===== src/rtl/rv_pkg.sv =====
// Shared RV32I definitions for the hazard/forwarding logic:
// opcodes, interlock status encoding and the shadow-slot record.
package rv_pkg;

   localparam logic [6:0] OP_R     = 7'b0110011;
   localparam logic [6:0] OP_I_LD  = 7'b0000011;
   localparam logic [6:0] OP_I_IMM = 7'b0010011;
   localparam logic [6:0] OP_JALR  = 7'b1100111;
   localparam logic [6:0] OP_S     = 7'b0100011;
   localparam logic [6:0] OP_B     = 7'b1100011;
   localparam logic [6:0] OP_LUI   = 7'b0110111;
   localparam logic [6:0] OP_AUIPC = 7'b0010111;
   localparam logic [6:0] OP_JAL   = 7'b1101111;

   typedef enum logic [1:0] {
      RUN   = 2'd0,
      STALL = 2'd1,
      FLUSH = 2'd2
   } state_e;

   typedef struct packed {
      logic       vld;
      logic [4:0] rd;
   } slot_t;

endpackage


===== src/rtl/hazard_ctrl_src_decode.sv =====
// Source-operand decode: extracts rs1/rs2 and whether the opcode reads them.
// Shared with the forwarding unit so both agree on what counts as a source.
module src_decode
   import rv_pkg::*;
(
   input  logic [31:0] instr,
   output logic [4:0]  rs1,
   output logic [4:0]  rs2,
   output logic        rs1_use,
   output logic        rs2_use
);

   logic [6:0] opcode;
   logic       unused_fields;

   assign opcode = instr[6:0];
   assign rs1    = instr[19:15];
   assign rs2    = instr[24:20];

   // funct and rd/imm fields never affect which registers are read
   assign unused_fields = ^{instr[31:25], instr[14:12], instr[11:7]};

   always_comb begin
      rs1_use = 1'b0;
      rs2_use = 1'b0;
      unique case (opcode)
         OP_R, OP_S, OP_B: begin
            rs1_use = 1'b1;
            rs2_use = 1'b1;
         end
         OP_I_LD, OP_I_IMM, OP_JALR: begin
            rs1_use = 1'b1;
         end
         default: begin
            rs1_use = 1'b0;
            rs2_use = 1'b0;
         end
      endcase
   end

endmodule


===== src/rtl/hazard_ctrl.sv =====
// Interlock and flush controller for the non-forwarding 5-stage core: tracks
// EX/MEM/WB destinations, stalls ID on a RAW match, flushes on redirect.
module hazard_ctrl
   import rv_pkg::*;
#(
   parameter int CNT_W = 32
)
(
   input  logic             i_clk,
   input  logic             i_rst_n,
   input  logic [31:0]      i_id_instr,
   input  logic             i_id_vld,
   input  logic             i_id_rd_wren,
   input  logic             i_br_taken,
   output logic             o_pc_en,
   output logic             o_if_id_en,
   output logic             o_if_id_flush,
   output logic             o_id_ex_flush,
   output logic [1:0]       o_state,
   output logic [CNT_W-1:0] o_stall_cnt,
   output logic [CNT_W-1:0] o_flush_cnt
);

   localparam logic [CNT_W-1:0] CNT_ONE = {{(CNT_W-1){1'b0}}, 1'b1};

   logic [4:0] rs1, rs2, rd_id;
   logic       rs1_use, rs2_use;
   logic       hazard;
   state_e     state_d, state_q;
   slot_t      ex_nxt;

   // shadow slots: _p0 = EX, _p1 = MEM, _p2 = WB
   logic       vld_p0, vld_p1, vld_p2;
   logic [4:0] rd_p0, rd_p1, rd_p2;

   function automatic logic slot_hit(input logic [4:0] src, input logic vld,
                                     input logic [4:0] rd);
      return vld && (rd != 5'd0) && (rd == src);
   endfunction

   function automatic logic src_blocked(input logic [4:0] src, input logic use_f,
                                        input logic v0, input logic [4:0] r0,
                                        input logic v1, input logic [4:0] r1,
                                        input logic v2, input logic [4:0] r2);
      return use_f && (src != 5'd0) &&
             (slot_hit(src, v0, r0) || slot_hit(src, v1, r1) || slot_hit(src, v2, r2));
   endfunction

   src_decode u_src_decode (
      .instr   (i_id_instr),
      .rs1     (rs1),
      .rs2     (rs2),
      .rs1_use (rs1_use),
      .rs2_use (rs2_use)
   );

   assign rd_id  = i_id_instr[11:7];
   assign hazard = i_id_vld &&
                   (src_blocked(rs1, rs1_use, vld_p0, rd_p0, vld_p1, rd_p1, vld_p2, rd_p2) ||
                    src_blocked(rs2, rs2_use, vld_p0, rd_p0, vld_p1, rd_p1, vld_p2, rd_p2));

   // Redirect outranks the interlock: a stalled ID instruction on the wrong
   // path must be discarded, not waited for.
   always_comb begin
      state_d       = RUN;
      o_pc_en       = 1'b1;
      o_if_id_en    = 1'b1;
      o_if_id_flush = 1'b0;
      o_id_ex_flush = 1'b0;
      if (i_br_taken) begin
         state_d       = FLUSH;
         o_if_id_flush = 1'b1;
         o_id_ex_flush = 1'b1;
      end else if (hazard) begin
         state_d       = STALL;
         o_pc_en       = 1'b0;
         o_if_id_en    = 1'b0;
         o_id_ex_flush = 1'b1;
      end
   end

   always_comb begin
      ex_nxt.vld = (state_d == RUN) && i_id_vld && i_id_rd_wren && (rd_id != 5'd0);
      ex_nxt.rd  = rd_id;
   end

   // ---- stage boundary: ID -> EX -> MEM -> WB shadow shift ----
   always_ff @(posedge i_clk or negedge i_rst_n) begin
      if (!i_rst_n) begin
         vld_p0 <= 1'b0;
         vld_p1 <= 1'b0;
         vld_p2 <= 1'b0;
      end else begin
         vld_p0 <= ex_nxt.vld;
         vld_p1 <= vld_p0;
         vld_p2 <= vld_p1;
      end
   end

   always_ff @(posedge i_clk) begin
      rd_p0 <= ex_nxt.rd;
      rd_p1 <= rd_p0;
      rd_p2 <= rd_p1;
   end

   always_ff @(posedge i_clk or negedge i_rst_n) begin
      if (!i_rst_n) begin
         state_q     <= RUN;
         o_stall_cnt <= '0;
         o_flush_cnt <= '0;
      end else begin
         state_q <= state_d;
         if (state_d == STALL) o_stall_cnt <= o_stall_cnt + CNT_ONE;
         if (state_d == FLUSH) o_flush_cnt <= o_flush_cnt + CNT_ONE;
      end
   end

   assign o_state = state_q;

endmodule


===== config.mk =====
export PLATFORM = sky130hd
export DESIGN_NAME = hazard_ctrl
export DESIGN_NICKNAME = d
export VERILOG_FILES = /design/src/rtl/rv_pkg.sv /design/src/rtl/hazard_ctrl_src_decode.sv /design/src/rtl/hazard_ctrl.sv
export SDC_FILE = /design/constraint.sdc
export NUM_CORES = 1
export LEC_CHECK = 0
export CAP_MARGIN = 25
export CORE_MARGIN = 2
export CORE_UTILIZATION = 45
export CTS_BUF_LIST = sky130_fd_sc_hd__clkbuf_8
export CTS_CLUSTER_DIAMETER = 30
export DETAILED_ROUTE_END_ITERATION = 6
export PLACE_DENSITY_LB_ADDON = 0.3
export SYNTH_ARGS = -nofsm -noshare
export SYNTH_HDL_FRONTEND = slang
export SYNTH_SLANG_ARGS = --single-unit

===== constraint.sdc =====
create_clock -name i_clk -period 7.1 [get_ports i_clk]
set_clock_uncertainty 0.1 [all_clocks]
set_input_delay 1.42 -clock i_clk [delete_from_list [all_inputs] [get_ports i_clk]]
set_output_delay 1.42 -clock i_clk [all_outputs]
set_load 0.1 [all_outputs]

Word-level counts from Yosys, hierarchy flattened
Cells that the tools add are included.

storage, ports and cells
  flip-flop bits (word level) = 84
  input bits = 37
  output and inout bits = 70
  logic and storage cells = 65

operators by class
  add/sub/neg operators = 2
  eq/ne operators = 14
  mux-type cells = 9
  reductions and logical operators = 31

operators with widths
  kind                   count
  $add 32x1->32 const B  2
  $eq 5x5->1             6
  $reduce_bool 5->1      6
  $logic_and 1x1->1      17
  $eq 7x6->1 const B     2
  $eq 7x7->1 const B     2
  $mux 1                 8
  $eq 7x2->1 const B     1
  $eq 7x5->1 const B     1
  $reduce_or 6->1        1
  $logic_or 1x1->1       5
  $reduce_or 3->1        1
  $eq 2x1->1 const B     1
  $eq 2x2->1 const B     1
  $logic_not 2->1        1
  $mux 2                 1

Longest topological paths before layout
Gate-level depths: netlist (run 1).

  word-level depth = 14
  gate-level depth with buffers = 7
  depth with buffers taken out = 6

By module
From an unflattened synthesis (run 1), not the netlist that was laid out.

second synthesis, totals
  cell total of the unflattened synthesis = 351
  area, all modules = 4025.1 um^2

by module, submodules not included
  module       times used  cells an instance  area an instance (um^2)  sequential area each (um^2)
  hazard_ctrl  1           335                3892.5                   2026.9
  src_decode   1           16                 132.6                    0.0

Worst setup path before layout (run 1)
No wires, ideal clock.

  path type = in2out
  start = input port i_id_instr[16]
  end = output port o_pc_en
  data arrival time = 3.396 ns
  data required time = 5.580 ns
  setup slack = 2.184 ns
  stages = 7
  buffers on the path = 1
  cells stage by stage = or4_1 -> o21ai_0 -> nor2_1 -> o31ai_4 -> a21oi_2 -> inv_1 -> buf_4

on the way
  cells in the longest elaborated chain, start to end = 9
  elaborated cells on any way between the ends = 15
  classes of those cells = 3 x eq/ne; 2 x mux; 10 x reduce/logical

RTL lines
  item                            RTL line           text
  start: declaration              hazard_ctrl.sv:11  input logic [31:0] i_id_instr,
  $eq 5x5->1                      hazard_ctrl.sv:38  return vld && (rd != 5'd0) && (rd == src);
  $logic_and 1x1->1               hazard_ctrl.sv:38
  $logic_or 1x1->1 (2 in series)  hazard_ctrl.sv:46  (slot_hit(src, v0, r0) || slot_hit(src, v1, r1) || slot_hit(src, v2, r2));
  $logic_and 1x1->1 (*)           hazard_ctrl.sv:45  return use_f && (src != 5'd0) &&
  $logic_or 1x1->1 (*)            hazard_ctrl.sv:59  (src_blocked(rs1, rs1_use, vld_p0, rd_p0, vld_p1, rd_p1, vld_p2, rd_p2) ||
  $logic_and 1x1->1 (*)           hazard_ctrl.sv:58  assign hazard = i_id_vld &&
  $mux 1 (*) (2 in series)        --
  end: declaration                hazard_ctrl.sv:15  output logic o_pc_en,

Every way passes the cells marked *; elsewhere a longest branch is shown, timed or not.

Final worst setup path (run 1)
  start = input port i_id_instr[16]
  end = output port o_if_id_en

on the way
  cells in the longest elaborated chain, start to end = 9
  elaborated cells on any way between the ends = 15
  classes of those cells = 3 x eq/ne; 2 x mux; 10 x reduce/logical

RTL lines
  item                            RTL line           text
  $eq 5x5->1                      hazard_ctrl.sv:38
  $logic_and 1x1->1               hazard_ctrl.sv:38
  $logic_or 1x1->1 (2 in series)  hazard_ctrl.sv:46
  $logic_and 1x1->1 (*)           hazard_ctrl.sv:45
  $logic_or 1x1->1 (*)            hazard_ctrl.sv:59
  $logic_and 1x1->1 (*)           hazard_ctrl.sv:58
  $mux 1 (*)                      hazard_ctrl.sv:74  end else if (hazard) begin
  $mux 1 (*)                      hazard_ctrl.sv:70  if (i_br_taken) begin
  end: declaration                hazard_ctrl.sv:16  output logic o_if_id_en,

Marked as above.

==> impl_results.md, run 1 <==
- Status: finished, final reports clean
- Clock Sinks: 84
- Die Y: between 100 and 150 um
- CTS tree: built
- Worst reg-to-reg setup slack: approximately 4.6 ns
- Drt via density: ~5.4
- Setup Fix Bufs, Post-CTS: 0
- WP data required: about 5.6 ns
- Post-Syn Instances: between 300 and 400
- Std-Cell Rows: 35
- Final wirelength: between 9000 and 10,000 um
- Worst R2R Start: rd_p0[1]
- Setup TNS: 0 ns
- Core ar.: between 0.009 and 0.01 sq mm
- Most frequent cells in the layout: clkdlybuf4s50_1, dfrtp_1, xnor2_1, xor2_1, nand2_1
- Seq/Total Area, Yosys: 0.486
- Final HPWL DP: around 6600 um
- Synthesized area: ~0.0042 sq mm
- Yosys warns: 0
- Crit path cell chain: clkdlybuf4s50_1 > or4_1 > o21ai_0 > nor2_1 > o31ai_4 > buf_4 > a21oi_2 > inv_1 > buf_4
- Worst Hold Class: flip-flop to flip-flop
- Global-route usage over all layers: 0.189
- Initial antenna violation count: 0
- Largest net degree at the start of global routing: 70
- Worst Setup End Kind: output port
- Residual DRC: 0
- Buf/Inv on CP: 4
- Initial DRC Count: between 70 and 80
- Leading cell type in the layout, fill and taps excluded: clkdlybuf4s50_1
- Max FO, Critical Path: 32
- Worst EP arrival: ~3.9 ns
- Initial Utilization: 0.458
- Tmin final: roughly 5.4 ns
- Critical path's slowest cell: or4_1
- Worst-path clk slew: approximately 0.08 ns
- First-pass GRT wire length: approximately 15,000 um
- Cell repeated most along the worst path: buf_4
- Layout Nets: 502
- Share of cells above drive strength 1: 0.115
- Post-synth EDFFs: 0
- Static Leakage: between 2 and 2.5 nW
- GRT Residual Overflow: 0
- Ys flop type: dfrtp_1
- CP Launch Type: input port
- Origin of the worst setup path: i_id_instr[16]
- Ant. Diodes: 0
- Relative slew slack: 0.319
- Post-cts sizing count: 0
- Final worst path period share: 0.757
- Slew Limit Fails: 0
- PortBufs: 96
- WL/cell: around 16 um
- Hold_sp: vld_p0
- Pwr Total: 0.00117 W
- CP delay by family, top: buffers and inverters
- Mapped Nets: 404
- Vias post-DR: around 3,100
- Synth cell types: 43
- Drt first pass iters: 4
- CP Class: input port to output port
- Crit-path max cell delay: ~0.55 ns
- Post-CTS Hold Buffers: 0
- Max Fclk: 186 MHz
- Setup violators final: 0
- Max-cap viol count: 0
- CTS H-tree lvls: 3
- Asr flop ratio synth: 0.821
- Fin. Hold Viols: 0
- RSZ-0062 raised after global routing: no
- Die Span X: ~100 um
- Worst-Skew Late Latency: 0.35 ns
- RePlAce Congestion: 0.882
- Top Ports: roughly 110
- Final core occ: 0.594
- Worst vdd ir: roughly 0.36 mV
- #FFs+latches synth: between 80 and 90
- Number of global-route vias before repair: approximately 3,100
- Fillers: a little under 800
- CTS root buffer: clkbuf_8
- CTS Buf Count: 9
- Clock tree buffer depth: 2
- Pwr dens: around 220 mW/mm^2
- Die area: 0.0101 sq mm
- Area Overhead vs Synth: 29.7%
- Antenna-violating nets left: 0
- Worst-Margin Slew: between 1 and 1.5 ns
- Synth Area per Inst: around 11 sq um
cell families after synthesis:
group | synth area share
simple gates | 0.179
xor+xnor | 0.193
flops | 0.486
compound gates | 0.100
buf+inv | 0.0291
mux | 0.00630
fa+ha+maj | 0.00600
state kept, by name, summed over array words and instances, names as in the netlist:
signal       count
vld_p0           1
o_flush_cnt     32
rd_p1            5
rd_p0            5
vld_p1           1
rd_p2            5
vld_p2           1
o_state          2
o_stall_cnt     32
per-stage QoR:
| step | setup WS (ns) | hold WS [ns] | cells | area, sq um |
|---|---|---|---|---|
| after floorplan | 2.18 | 0.272 | 365 | 4170 |
| after global placement | 1.77 | 0.290 | 563 | 5190 |
| after detailed placement | 1.74 | 0.290 | 563 | 5190 |
| after CTS | 1.74 | 0.308 | 579 | 5410 |
| after global routing | 1.58 | 0.316 | 579 | 5410 |
| final | 1.73 | 0.308 | 579 | 5410 |
Yosys cell counts (6+ instances only):
library cell	instances	area share
dfrtp_1	69	0.41
xnor2_1	49	0.10
xor2_1	43	0.090
nand2_1	26	0.023
nand4_1	22	0.033
nand3_1	21	0.025
a211oi_1	16	0.029
dfxtp_1	15	0.072
a2111oi_2	13	0.047
nor2_1	10	0.0090
and3_1	9	0.014
inv_1	8	0.0072
and4_1	6	0.013
or4_1	6	0.011
path summary, 6_finish.rpt:
kind / end / cells after the start
min in group asynchronous: o_stall_cnt[23] / 2
max in group asynchronous: o_stall_cnt[0] / 2
hold / removal: vld_p1 / 0
setup / recovery: o_if_id_en / 9
setup reg to reg: o_stall_cnt[1] / 7
hold reg to reg: vld_p1 / 0
power breakdown:
group	internal, W	switching, W	total [W]
logic	0.0000776	0.000198	0.000276
registers	0.000501	0.0000322	0.000533
clock network	0.000183	0.000174	0.000356
total	0.000761	0.000404	0.00117
cell type report:
cell class / instances / area (sq um) / area share
Sequential cell: 84 / 2030 / 0.375
Multi-Input combinational cell: 260 / 2020 / 0.374
Timing Repair Buffer: 100 / 978 / 0.181
Clock buffer: 11 / 151 / 0.0280
Tap cell: 111 / 139 / 0.0257
Clock inverter: 5 / 60.1 / 0.0111
Inverter: 8 / 30.0 / 0.00555
per-layer routing:
layer  wire length (um)  global-route usage
met3                336              0.0313
met2               4510               0.306
met1               4250               0.259
met5                  0                   0
met4                150              0.0653
Note: power is estimated with default switching activity, not from simulation.
==> run 2, diff against run 1 <==
Clock period 7.1 ns to 5 ns, I/O delays scaled along.
==> impl_results.md, run 2 (synthesized netlist as in run 1, its figures left out) <==
- CP Class: input port to output port
- PortBufs: 96
- GRT Residual Overflow: 0
- Core ar.: 0.00911 sq mm
- Vias post-DR: ~3,100
- Post-cts sizing count: 0
- Layout Nets: between 500 and 600
- Post-place setup slack: around 0.8 ns
- First-pass GRT wire length: 15,100 um
- Crit path cell chain: clkdlybuf4s50_1 > xnor2_1 > nand4_1 > nor4_1 > o31ai_4 > a21oi_2 > inv_1 > buf_12
- Std-Cell Rows: 35
- CP Launch Type: input port
- CP delay by family, top: buffers and inverters
- WL/cell: roughly 16 um
- Setup TNS: 0 ns
- Final worst slack: 0.797 ns
- Die Span X: 100 um
- Tmin final: between 4 and 5 ns
- Critical path's slowest cell: clkdlybuf4s50_1
- Largest net degree at the start of global routing: 40
- CTS tree: built
- Top Ports: approximately 110
- Worst EP arrival: ~3.1 ns
- Fin. Hold Viols: 0
- CTS root buffer: clkbuf_8
- RePlAce Congestion: 0.866
- Clock Sinks: 84
- Combinational power share: 0.238
- Most frequent cells in the layout: clkdlybuf4s50_1, dfrtp_1, xnor2_1, xor2_1, nand2_1
- Internal: 0.00107 W
- Worst Hold Class: flip-flop to flip-flop
- Antenna-violating nets left: 0
- Largest regs: o_flush_cnt: 32 flops, o_stall_cnt: 32 flops
- CTS H-tree lvls: 3
- Worst hold slack: ~0.3 ns
- Worst-Margin Slew: 1.01 ns
- Die Y: about 100 um
- Max Fclk: 238 MHz
- Status: finished, final reports clean
- Number of global-route vias before repair: just over 3,000
- CTS Buf Count: 9
- Share of cells above drive strength 1: 0.115
- Post-CTS Hold Buffers: 0
- Initial antenna violation count: 0
- Net switching power: 0.000577 W
- Crit-path max cell delay: between 0.6 and 0.7 ns
- Final core occ: 0.596
- Clk pwr share: 0.300
- Residual DRC: 0
- Ant. Diodes: 0
- Setup violators final: 0
- Worst-Skew Late Latency: roughly 0.35 ns
- Worst vdd ir: between 0.5 and 0.6 mV
- Drt via density: roughly 5.3
- Drt first pass iters: 4
- Global-route usage over all layers: 0.189
- Placed cell area: around 0.0052 sq mm
- Max-cap viol count: 0
- Final worst path period share: 0.841
- Initial DRC Count: roughly 140
- Cell area after layout: ~0.0054 sq mm
- Worst-path clk slew: approximately 0.09 ns
- Relative slew slack: 0.326
- Initial Utilization: 0.458
- Final wirelength: around 9000 um
- Leading cell type in the layout, fill and taps excluded: clkdlybuf4s50_1
- Switching portion of total power: 0.351
- Clock tree buffer depth: 2
- Buf/Inv on CP: 3
- Max FO, Critical Path: 4
- Pwr dens: approximately 300 mW/mm^2
- Slew Limit Fails: 0
- Static Leakage: approximately 2.3 nW
- Setup Fix Bufs, Post-CTS: 0
- Final HPWL DP: just under 7000 um
- Worst Setup End Kind: output port
- RSZ-0062 raised after global routing: no
- Die area: 0.0101 sq mm
- Power share of the sequential group: 0.462
- WP data required: between 3 and 4 ns
- Area Overhead vs Synth: 30.2%
[run 2: power groups by stage]
stage               registers (W)  clock network, W   logic, W
finish                   0.000760          0.000493   0.000392
global route             0.000768          0.000539   0.000413
CTS                      0.000760          0.000505   0.000395
detailed placement       0.000773                 0   0.000394
global placement         0.000771                 0   0.000389
floorplan                0.000958                 0  0.0000866
[run 2: metal layers]
metal | wire length, um | up-vias | track usage
li1 | - | 1509 | -
met1 | 4240 | 1515 | 0.251
met2 | 4580 | 55 | 0.310
met3 | 300 | 10 | 0.0355
met4 | 130 | 0 | 0.0674
met5 | 0 | - | 0
[run 2: metrics by stage]
stage | total power [W] | instances
after floorplan | 0.00104 | 365
after global placement | 0.00116 | 563
after detailed placement | 0.00117 | 563
after CTS | 0.00166 | 579
after global routing | 0.00172 | 579
final | 0.00164 | 579
[run 2: final timing paths]
check,from,end,slack [ns],depth (start not counted)
setup reg to reg,rd_p0[1],o_stall_cnt[13],2.51,7
hold reg to reg,rd_p1[1],rd_p2[1],0.30,0
max in group asynchronous,i_rst_n,o_flush_cnt[9],3.20,2
setup / recovery,i_id_instr[16],o_pc_en,0.80,8
hold / removal,rd_p1[1],rd_p2[1],0.30,0
min in group asynchronous,i_rst_n,o_stall_cnt[31],0.67,1
[run 2: area by class of cell]
class	instances	area [sq um]
Sequential cell	84	2030
Timing Repair Buffer	100	1010
Clock buffer	10	138
Clock inverter	6	61.3
Inverter	8	30.0
Multi-Input combinational cell	260	2020
Tap cell	111	139
Fill cell	745	3680
